==> config.mk <==
export PLATFORM = sky130hd
export DESIGN_NAME = psram_rx_capture
export DESIGN_NICKNAME = d
export VERILOG_FILES = /design/src/rtl/psram_rx_capture.sv
export SDC_FILE = /design/constraint.sdc
export NUM_CORES = 1
export LEC_CHECK = 0
export ABC_AREA = 1
export CAP_MARGIN = 20
export CORE_MARGIN = 2
export CORE_UTILIZATION = 30
export DETAILED_ROUTE_END_ITERATION = 7
export HOLD_SLACK_MARGIN = 0.06
export PLACE_DENSITY = 0.55
export SYNTH_ARGS = -nofsm -noshare
export SYNTH_HDL_FRONTEND = slang
export SYNTH_SLANG_ARGS = --single-unit
export TNS_END_PERCENT = 10
==> constraint.sdc <==
create_clock -name sys_clk -period 3 [get_ports sys_clk]
set_input_delay 0.3 -clock sys_clk [delete_from_list [all_inputs] [get_ports sys_clk]]
set_output_delay 0.3 -clock sys_clk [all_outputs]
set_load 0.005 [all_outputs]
==> src/rtl/psram_rx_capture.sv <==
// -----------------------------------------------------------------------------
// psram_rx_capture
//
// Receive-side capture stage for the serial PSRAM controller. It samples the
// PSRAM SO line during the read-data phase of a transaction, assembles bytes
// MSB-first and queues them in a small FIFO with a valid/ready interface to
// the consumer.
//
// Optional feature macro: PSRAM_RX_IDCHK_EN
//   When defined, the first two bytes after cap_start are checked against the
//   expected manufacturer ID (0x0D) and known-good-die code (0x5D). The result
//   is reported on id_ok / id_fail. When undefined, those ports and the
//   comparison logic are absent.
//
// Parameters
//   FIFO_DEPTH : FIFO entries (power of 2, >= 2)
//   LVL_W      : width of level, log2(FIFO_DEPTH)+1
//
// Ports
//   sys_clk     : system clock, all state updates on its rising edge
//   sys_reset_n : asynchronous active-low reset
//   so          : serial data from PSRAM SIO[1]
//   cap_start   : one-cycle pulse marking the start of a read-data phase
//   cap_en      : so holds a valid data bit this cycle
//   flush       : synchronous FIFO clear (beats push and pop)
//   out_data    : byte at the FIFO head (0x00 while empty)
//   out_valid   : FIFO not empty
//   out_ready   : consumer accepts the head byte
//   level       : current FIFO occupancy
//   overflow    : sticky, a completed byte was dropped because FIFO was full
//   byte_cnt    : bytes completed since the last cap_start, saturates at 255
//   id_ok       : both ID bytes matched (PSRAM_RX_IDCHK_EN only)
//   id_fail     : an ID byte mismatched (PSRAM_RX_IDCHK_EN only)
// -----------------------------------------------------------------------------
module psram_rx_capture #(
  parameter int FIFO_DEPTH = 4,
  parameter int LVL_W      = 3
) (
  input  logic             sys_clk,
  input  logic             sys_reset_n,
  input  logic             so,
  input  logic             cap_start,
  input  logic             cap_en,
  input  logic             flush,
  output logic [7:0]       out_data,
  output logic             out_valid,
  input  logic             out_ready,
  output logic [LVL_W-1:0] level,
  output logic             overflow,
  output logic [7:0]       byte_cnt
`ifdef PSRAM_RX_IDCHK_EN
  ,
  output logic             id_ok,
  output logic             id_fail
`endif
);

  localparam int AW = LVL_W - 1;

  // ---------------------------------------------------------------------------
  // Bit capture
  // ---------------------------------------------------------------------------
  // Only the seven most recent bits are kept: the eighth bit completes a byte
  // and goes straight to the FIFO together with them.
  logic [6:0] shreg;
  logic [2:0] bit_cnt;

  logic [6:0] sh_eff;
  logic [2:0] cnt_eff;
  logic       byte_done;
  logic [7:0] push_byte;

  // cap_start acts before the bit sampled in the same cycle, so the capture
  // path works from the "already cleared" view of the shift state.
  always_comb begin
    sh_eff    = cap_start ? 7'd0 : shreg;
    cnt_eff   = cap_start ? 3'd0 : bit_cnt;
    byte_done = cap_en && (cnt_eff == 3'd7);
    push_byte = {sh_eff, so};
  end

  // NOTE: sequential state uses non-blocking assignments so every register
  // samples the pre-edge values of the others, independent of statement order.
  always_ff @(posedge sys_clk or negedge sys_reset_n) begin
    if (!sys_reset_n) begin
      shreg   <= 7'd0;
      bit_cnt <= 3'd0;
    end else if (cap_en) begin
      shreg   <= {sh_eff[5:0], so};
      bit_cnt <= cnt_eff + 3'd1;
    end else if (cap_start) begin
      shreg   <= 7'd0;
      bit_cnt <= 3'd0;
    end
  end

  always_ff @(posedge sys_clk or negedge sys_reset_n) begin
    if (!sys_reset_n) begin
      byte_cnt <= 8'd0;
    end else if (cap_start) begin
      // A byte cannot complete in a cap_start cycle, so clearing wins outright.
      byte_cnt <= 8'd0;
    end else if (byte_done && (byte_cnt != 8'hFF)) begin
      byte_cnt <= byte_cnt + 8'd1;
    end
  end

  // ---------------------------------------------------------------------------
  // FIFO
  // ---------------------------------------------------------------------------
  logic [7:0]       mem [FIFO_DEPTH];
  logic [LVL_W-1:0] wr_ptr;
  logic [LVL_W-1:0] rd_ptr;
  logic             empty;
  logic             full;
  logic             pop;
  logic             push_ok;
  logic             push_drop;

  always_comb begin
    empty     = (wr_ptr == rd_ptr);
    full      = (wr_ptr[AW] != rd_ptr[AW]) && (wr_ptr[AW-1:0] == rd_ptr[AW-1:0]);
    pop       = !empty && out_ready;
    // A full FIFO still accepts a byte when the head leaves in the same cycle;
    // the freed slot is exactly the one being written.
    push_ok   = byte_done && (!full || pop) && !flush;
    push_drop = byte_done && full && !pop && !flush;
  end

  // NOTE: the storage array has no reset; the pointers alone define which
  // entries are meaningful, and out_data is masked while the FIFO is empty.
  always_ff @(posedge sys_clk) begin
    if (push_ok) begin
      mem[wr_ptr[AW-1:0]] <= push_byte;
    end
  end

  always_ff @(posedge sys_clk or negedge sys_reset_n) begin
    if (!sys_reset_n) begin
      wr_ptr <= '0;
      rd_ptr <= '0;
    end else if (flush) begin
      wr_ptr <= '0;
      rd_ptr <= '0;
    end else begin
      if (push_ok) wr_ptr <= wr_ptr + 1'b1;
      if (pop)     rd_ptr <= rd_ptr + 1'b1;
    end
  end

  always_ff @(posedge sys_clk or negedge sys_reset_n) begin
    if (!sys_reset_n) begin
      overflow <= 1'b0;
    end else if (cap_start) begin
      overflow <= 1'b0;
    end else if (push_drop) begin
      overflow <= 1'b1;
    end
  end

  assign out_valid = !empty;
  assign out_data  = empty ? 8'h00 : mem[rd_ptr[AW-1:0]];
  assign level     = wr_ptr - rd_ptr;

`ifdef PSRAM_RX_IDCHK_EN
  // ---------------------------------------------------------------------------
  // ID check on the first two bytes after cap_start
  // ---------------------------------------------------------------------------
  localparam logic [7:0] MFID = 8'h0D;
  localparam logic [7:0] KGD  = 8'h5D;

  typedef enum logic [1:0] {
    ID_MFID,
    ID_KGD,
    ID_DONE
  } id_state_t;

  id_state_t id_state;
  logic      mfid_match;

  always_ff @(posedge sys_clk or negedge sys_reset_n) begin
    if (!sys_reset_n) begin
      id_state   <= ID_MFID;
      mfid_match <= 1'b0;
      id_ok      <= 1'b0;
      id_fail    <= 1'b0;
    end else if (cap_start) begin
      id_state   <= ID_MFID;
      mfid_match <= 1'b0;
      id_ok      <= 1'b0;
      id_fail    <= 1'b0;
    end else if (byte_done) begin
      case (id_state)
        ID_MFID: begin
          id_state <= ID_KGD;
          if (push_byte == MFID) mfid_match <= 1'b1;
          else                   id_fail    <= 1'b1;
        end
        ID_KGD: begin
          id_state <= ID_DONE;
          if (push_byte != KGD) id_fail <= 1'b1;
          else if (mfid_match)  id_ok   <= 1'b1;
        end
        default: id_state <= ID_DONE;
      endcase
    end
  end
`endif

endmodule
Word-level counts from Yosys, hierarchy flattened
Memory sizes are Yosys's and may differ from the RTL's.
Cells that the tools add are included.
Widths: inputs -> output; s select.
{"block": "totals", "ram_bits": 32, "word_cells": 50, "ff_bits": 25, "mem_count": 1, "in_bits": 7}
{"memory": "mem", "depth": 4, "word_bits": 8, "read_ports": 1, "rd_ports_with_merged_regs": 0, "wr": 1, "line": "111", "source": "logic [7:0] mem [FIFO_DEPTH];"}
{"block": "op_classes", "n_mux": 15, "eq_ne": 5, "n_reduce_logical": 18, "add_sub_neg": 5}
{"cell": "$mux 8", "count": 3}
{"cell": "$mux 3", "count": 6}
{"cell": "$mux 7", "count": 2}
{"cell": "$add 3x1->3 const B", "count": 3}
{"cell": "$logic_and 1x1->1", "count": 9}
{"cell": "$add 8x1->8 const B", "count": 1}
{"cell": "$ne 8x8->1 const B", "count": 1}
{"cell": "$reduce_bool 2->1", "count": 4}
{"cell": "$logic_not 1->1", "count": 4}
{"cell": "$mux 1", "count": 4}
{"cell": "$eq 3x3->1", "count": 1}
{"cell": "$eq 3x3->1 const B", "count": 1}
{"cell": "$sub 3x3->3", "count": 1}
{"cell": "$eq 2x2->1", "count": 1}
{"cell": "$logic_or 1x1->1", "count": 1}
{"cell": "$ne 1x1->1", "count": 1}

Longest topological paths before layout
{"block": "logic_depth", "word_depth": 8, "ltp_mapped": 12, "depth_no_buf": 12}

Least setup slack after synthesis
No wires, ideal clock.
{"block": "synth_timing", "path_kind": "reg2reg", "from": "reg rd_ptr[1]", "to": "mem mem[0][0], enable pin", "path_buffers": 1, "t_required_ns": 2.629, "setup_slack_ns": 0.848, "setup_ns": 0.371, "t_arrival_ns": 1.781, "stages_incl_launch_ff": 9, "path_cell_list": "dfrtp_1 -> buf_2 -> inv_2 -> ha_1 -> nand2_1 -> nor2_1 -> nand2_2 -> nand3_2 -> nor2_1"}
{"block": "synth_via", "elab_chain_len": 8}
{"element": "from (decl)", "line": "113", "source": "logic [LVL_W-1:0] rd_ptr;"}
{"element": "from (signal assigned)", "line": "147", "source": "if (pop) rd_ptr <= rd_ptr + 1'b1;"}
{"element": "$eq 3x3->1 / $eq 2x2->1 (equally long branches)", "line": "121, 122"}
{"element": "$logic_not 1->1 / $logic_and 1x1->1 (equally long branches)", "line": "123, 122"}
{"element": "$logic_and 1x1->1 / $logic_not 1->1 (equally long branches)", "line": "123, 126"}
{"element": "$logic_or 1x1->1 (*)", "line": "126", "source": "push_ok = byte_done && (!full || pop) && !flush;"}
{"element": "$logic_and 1x1->1 (*) (2 in a row)", "line": "126"}
{"element": "$mux 1 (*)", "line": "133", "source": "if (push_ok) begin"}
{"element": "$mux 1 (implied by the code) (*)", "line": "134", "source": "mem[wr_ptr[AW-1:0]] <= push_byte;"}
{"element": "to (decl)", "line": "111"}
Every way passes the cells marked *; elsewhere a longest branch is shown, timed or not.

Worst setup path after layout
{"block": "layout_timing", "from": "reg rd_ptr[1]", "to": "out out_data[6]"}
{"block": "layout_via", "elab_chain_len": 2}
{"element": "$mem_v2 4x8 / $eq 3x3->1 (equally long branches)"}
{"element": "$mux 8 (*)", "line": "162", "source": "assign out_data = empty ? 8'h00 : mem[rd_ptr[AW-1:0]];"}
{"element": "to (decl)", "line": "45", "source": "output logic [7:0] out_data,"}
Marks and branches as above.

==> reports/qor.yml <==
placement:
  dp_cells: 424
  portBuffers: 27
  placed_area_sq_mm: 0.003206
  gp_congestion: 0.7475
  dp_slack_ns: 0.5905
  place_hpwl_mm: 4.040
logic_synthesis:
  async_flop_share: 0.4386
  synth_nets: 304
  yosysWarnings: 0
  syn_area_per_cell_sq_um: 9.760
  ys_dominant_reg_cell: "edfxtp_1"
  synth-seq-cells: 57
  synth-seq-area-share: 0.5684
  ys_types: 30
  syn-cell-area_sq_mm: 0.002791
  synth_edf_count: 32
  syn_inst: 286
die:
  initial_core_util: 0.3050
  core_sq_mm: 0.009153
  num_rows: 35
  die_x_um: 100.5
  io_pins: 28
  die-area_sq_mm: 0.01009
  die_y_um: 100.5
timing:
  layout_min_cycle_time_ns: 2.659
  slew_headroom: 0.6598
  worst_pin_slew_ns: 0.5087
  fin_worst_skew_ns: 0.007797
  rsz0062_at_grt: "no"
  finalHoldViolCount: 0
  fin_crit_sh: 0.8863
  holdWs_ns: 0.3499
  max_freq_mhz: 376.1
  maxSlewViolCount: 0
  setup_slack_ns: 0.3410
  tns_ns: 0
  setup_viol: 0
setup_path:
  crit_chain: "inv_2 -> ha_1 -> nand2_1 -> nor2_8 -> a21oi_1 -> clkdlybuf4s50_1"
  cp-endpoint: "out_data[6]"
  worst-endpoint-required_ns: 2.70
  crit_start: "rd_ptr[1]$_DFFE_PN0P_"
  max_stage_delay_ns: 0.61
  reg2reg_from: "rd_ptr[1]$_DFFE_PN0P_"
  end_kind: "output pin"
  cpMaxStageDelayCell: "dfrtp_1"
  start_kind: "flip-flop"
  r2r-end: "mem[1][7]$_DFFE_PP_"
  criticalPathCategory: "flip-flop to output pin"
  reg2regPathDepth: 8
  rrSetupSlack_ns: 0.75
  cp_data_arrival_time_ns: 2.36
  crit_fanout: 12
layout:
  area_growth_pct: 21.87
  postLayoutCellArea_sq_mm: 0.003402
  fin_util: 0.3717
  n_antenna_cell: 0
  instances_no_fill: 440
  drive_above_1_share: 0.1398
  final_nets: 342
pwr:
  power_mw: 1.587
  power_density_mw_per_mm2: 466.6
  p_leak_nw: 1.436
  irDropWorstVdd_uv: 305.7
route:
  avgViaCountPerCell: 4.470
  drt_iter0_drc: 59
  routed_wl_mm: 5.721
  antenna_left: 0
  wl_per_cell_um: 13.00
  dr.pass1.iters: 4
  via_count: 1967
  drc: 0
clock_tree:
  numCtsBuffers: 9
  post_cts_buffers: 0
  cts.root.buffer_cell: "clkbuf_8"
  numClockSinks: 57
  path_clk_slew_ns: 0.07
  cts_tree: "built"
  hold_buffers: 0
  cts_resized: 0
  insertion_delay_ns: 0.33
  clock_path_buffers: 2
  htreeDepth: 3
job:
  cap_violations: 0
hold_path:
  hold_class: "input pin to asynchronous set/reset pin"
status:
  status: "complete, no violations"
grt:
  grt_pass1_vias: 1875
  grt-ovfl-total: 0
  grt_max_degree: 26
  grt_pass1_wl_mm: 9.501
  grt_use_total: 0.1231
  antenna_found_initial: 0
==> placed cells by master, fill, tap and decap left out, types with 3 or more instances in the layout <==
cell and instances:
xor2_1 5, dfrtp_1 25, clkdlybuf4s50_1 27, o21ai_1 14
clkbuf_8 10, nand3_1 19, a21oi_1 10, ha_1 10
nand2_1 40, inv_1 32, nand2_2 6, nand4_1 3
inv_2 5, nor2_1 46, buf_4 7, edfxtp_1 32
nand2_4 3, o21ai_2 3, o21ai_0 14
==> sequential cells by signal, indices dropped and copies added, names as in the netlist <==
| signal | flops |
|---|---|
| bit_cnt | 3 |
| byte_cnt | 8 |
| mem | 32 |
| overflow | 1 |
| rd_ptr | 3 |
| shreg | 7 |
| wr_ptr | 3 |
==> cell type report <==
class	instances	area, sq um
clock buffer	11	141.4
clock inverter	5	55.05
fill	921	5751
inverter	38	147.6
multi-input combinational	184	1010
sequential	57	1587
tap	111	138.9
timing repair buffer	34	322.8
==> cells by family after synthesis <==
kind of cell,after synthesis,synth area share
AO/OA/AOI/OAI,43,0.08338
adder cells (fa/ha/maj),11,0.05199
AND/OR/NAND/NOR,124,0.2075
buffers and inverters,45,0.06992
XOR/XNOR,6,0.01883
flip-flops,57,0.5684
==> how the worst min path moves through the flow <==
stage | startpoint | to | slack [ns] | cells after the start
after CTS | sys_reset_n | rd_ptr[2]$_DFFE_PN0P_ | 0.36 | 2
after detailed placement | shreg[1]$_DFF_PN0_ | shreg[1]$_DFF_PN0_ | 0.54 | 2
after floorplan | sys_reset_n | bit_cnt[0]$_DFF_PN0_ | 0.004 | 0
final | sys_reset_n | rd_ptr[2]$_DFFE_PN0P_ | 0.35 | 2
after global placement | shreg[4]$_DFF_PN0_ | shreg[4]$_DFF_PN0_ | 0.53 | 2
after global routing | sys_reset_n | rd_ptr[2]$_DFFE_PN0P_ | 0.38 | 2
==> Yosys cell counts (3+ instances only) <==
master / instances / share of area
o21ai_1: 14 / 0.025
a21oi_1: 10 / 0.018
o21ai_0: 14 / 0.025
nor2_1: 46 / 0.062
xor2_1: 5 / 0.016
nand2_4: 3 / 0.012
dfrtp_1: 25 / 0.22
nand2_2: 6 / 0.013
nand3_1: 19 / 0.034
o21ai_2: 3 / 0.0094
nand2_1: 40 / 0.054
nand4_1: 3 / 0.0067
edfxtp_1: 32 / 0.34
inv_1: 32 / 0.043
inv_2: 5 / 0.0067
buf_2: 3 / 0.0054
ha_1: 10 / 0.045
==> critical path: cells and delay by family, from the launching register on <==
family,cells,cell delay [ns]
flops,1,0.61
compound gates,1,0.15
buf+inv,2,0.69
simple gates,2,0.27
fa+ha+maj,1,0.31
==> report_power, final <==
part / leakage, nW / internal, mW / switching, mW / total (mW)
sequential: 0.627 / 0.830 / 0.00148 / 0.832
clock: 0.0970 / 0.403 / 0.304 / 0.707
combinational: 0.712 / 0.0156 / 0.0326 / 0.0483
total: 1.44 / 1.25 / 0.338 / 1.59
==> routing by layer <==
metal  track usage  vias up  wire (um)  part of all wire
li1              -     1005          -                 -
met1        0.1781      922       2880              0.50
met2        0.1802       32       2538              0.44
met3       0.02913        8        220             0.038
met4       0.04426        0         82             0.014
met5             0        -          0                 0
No activity file was read; power rests on OpenSTA's default activity.
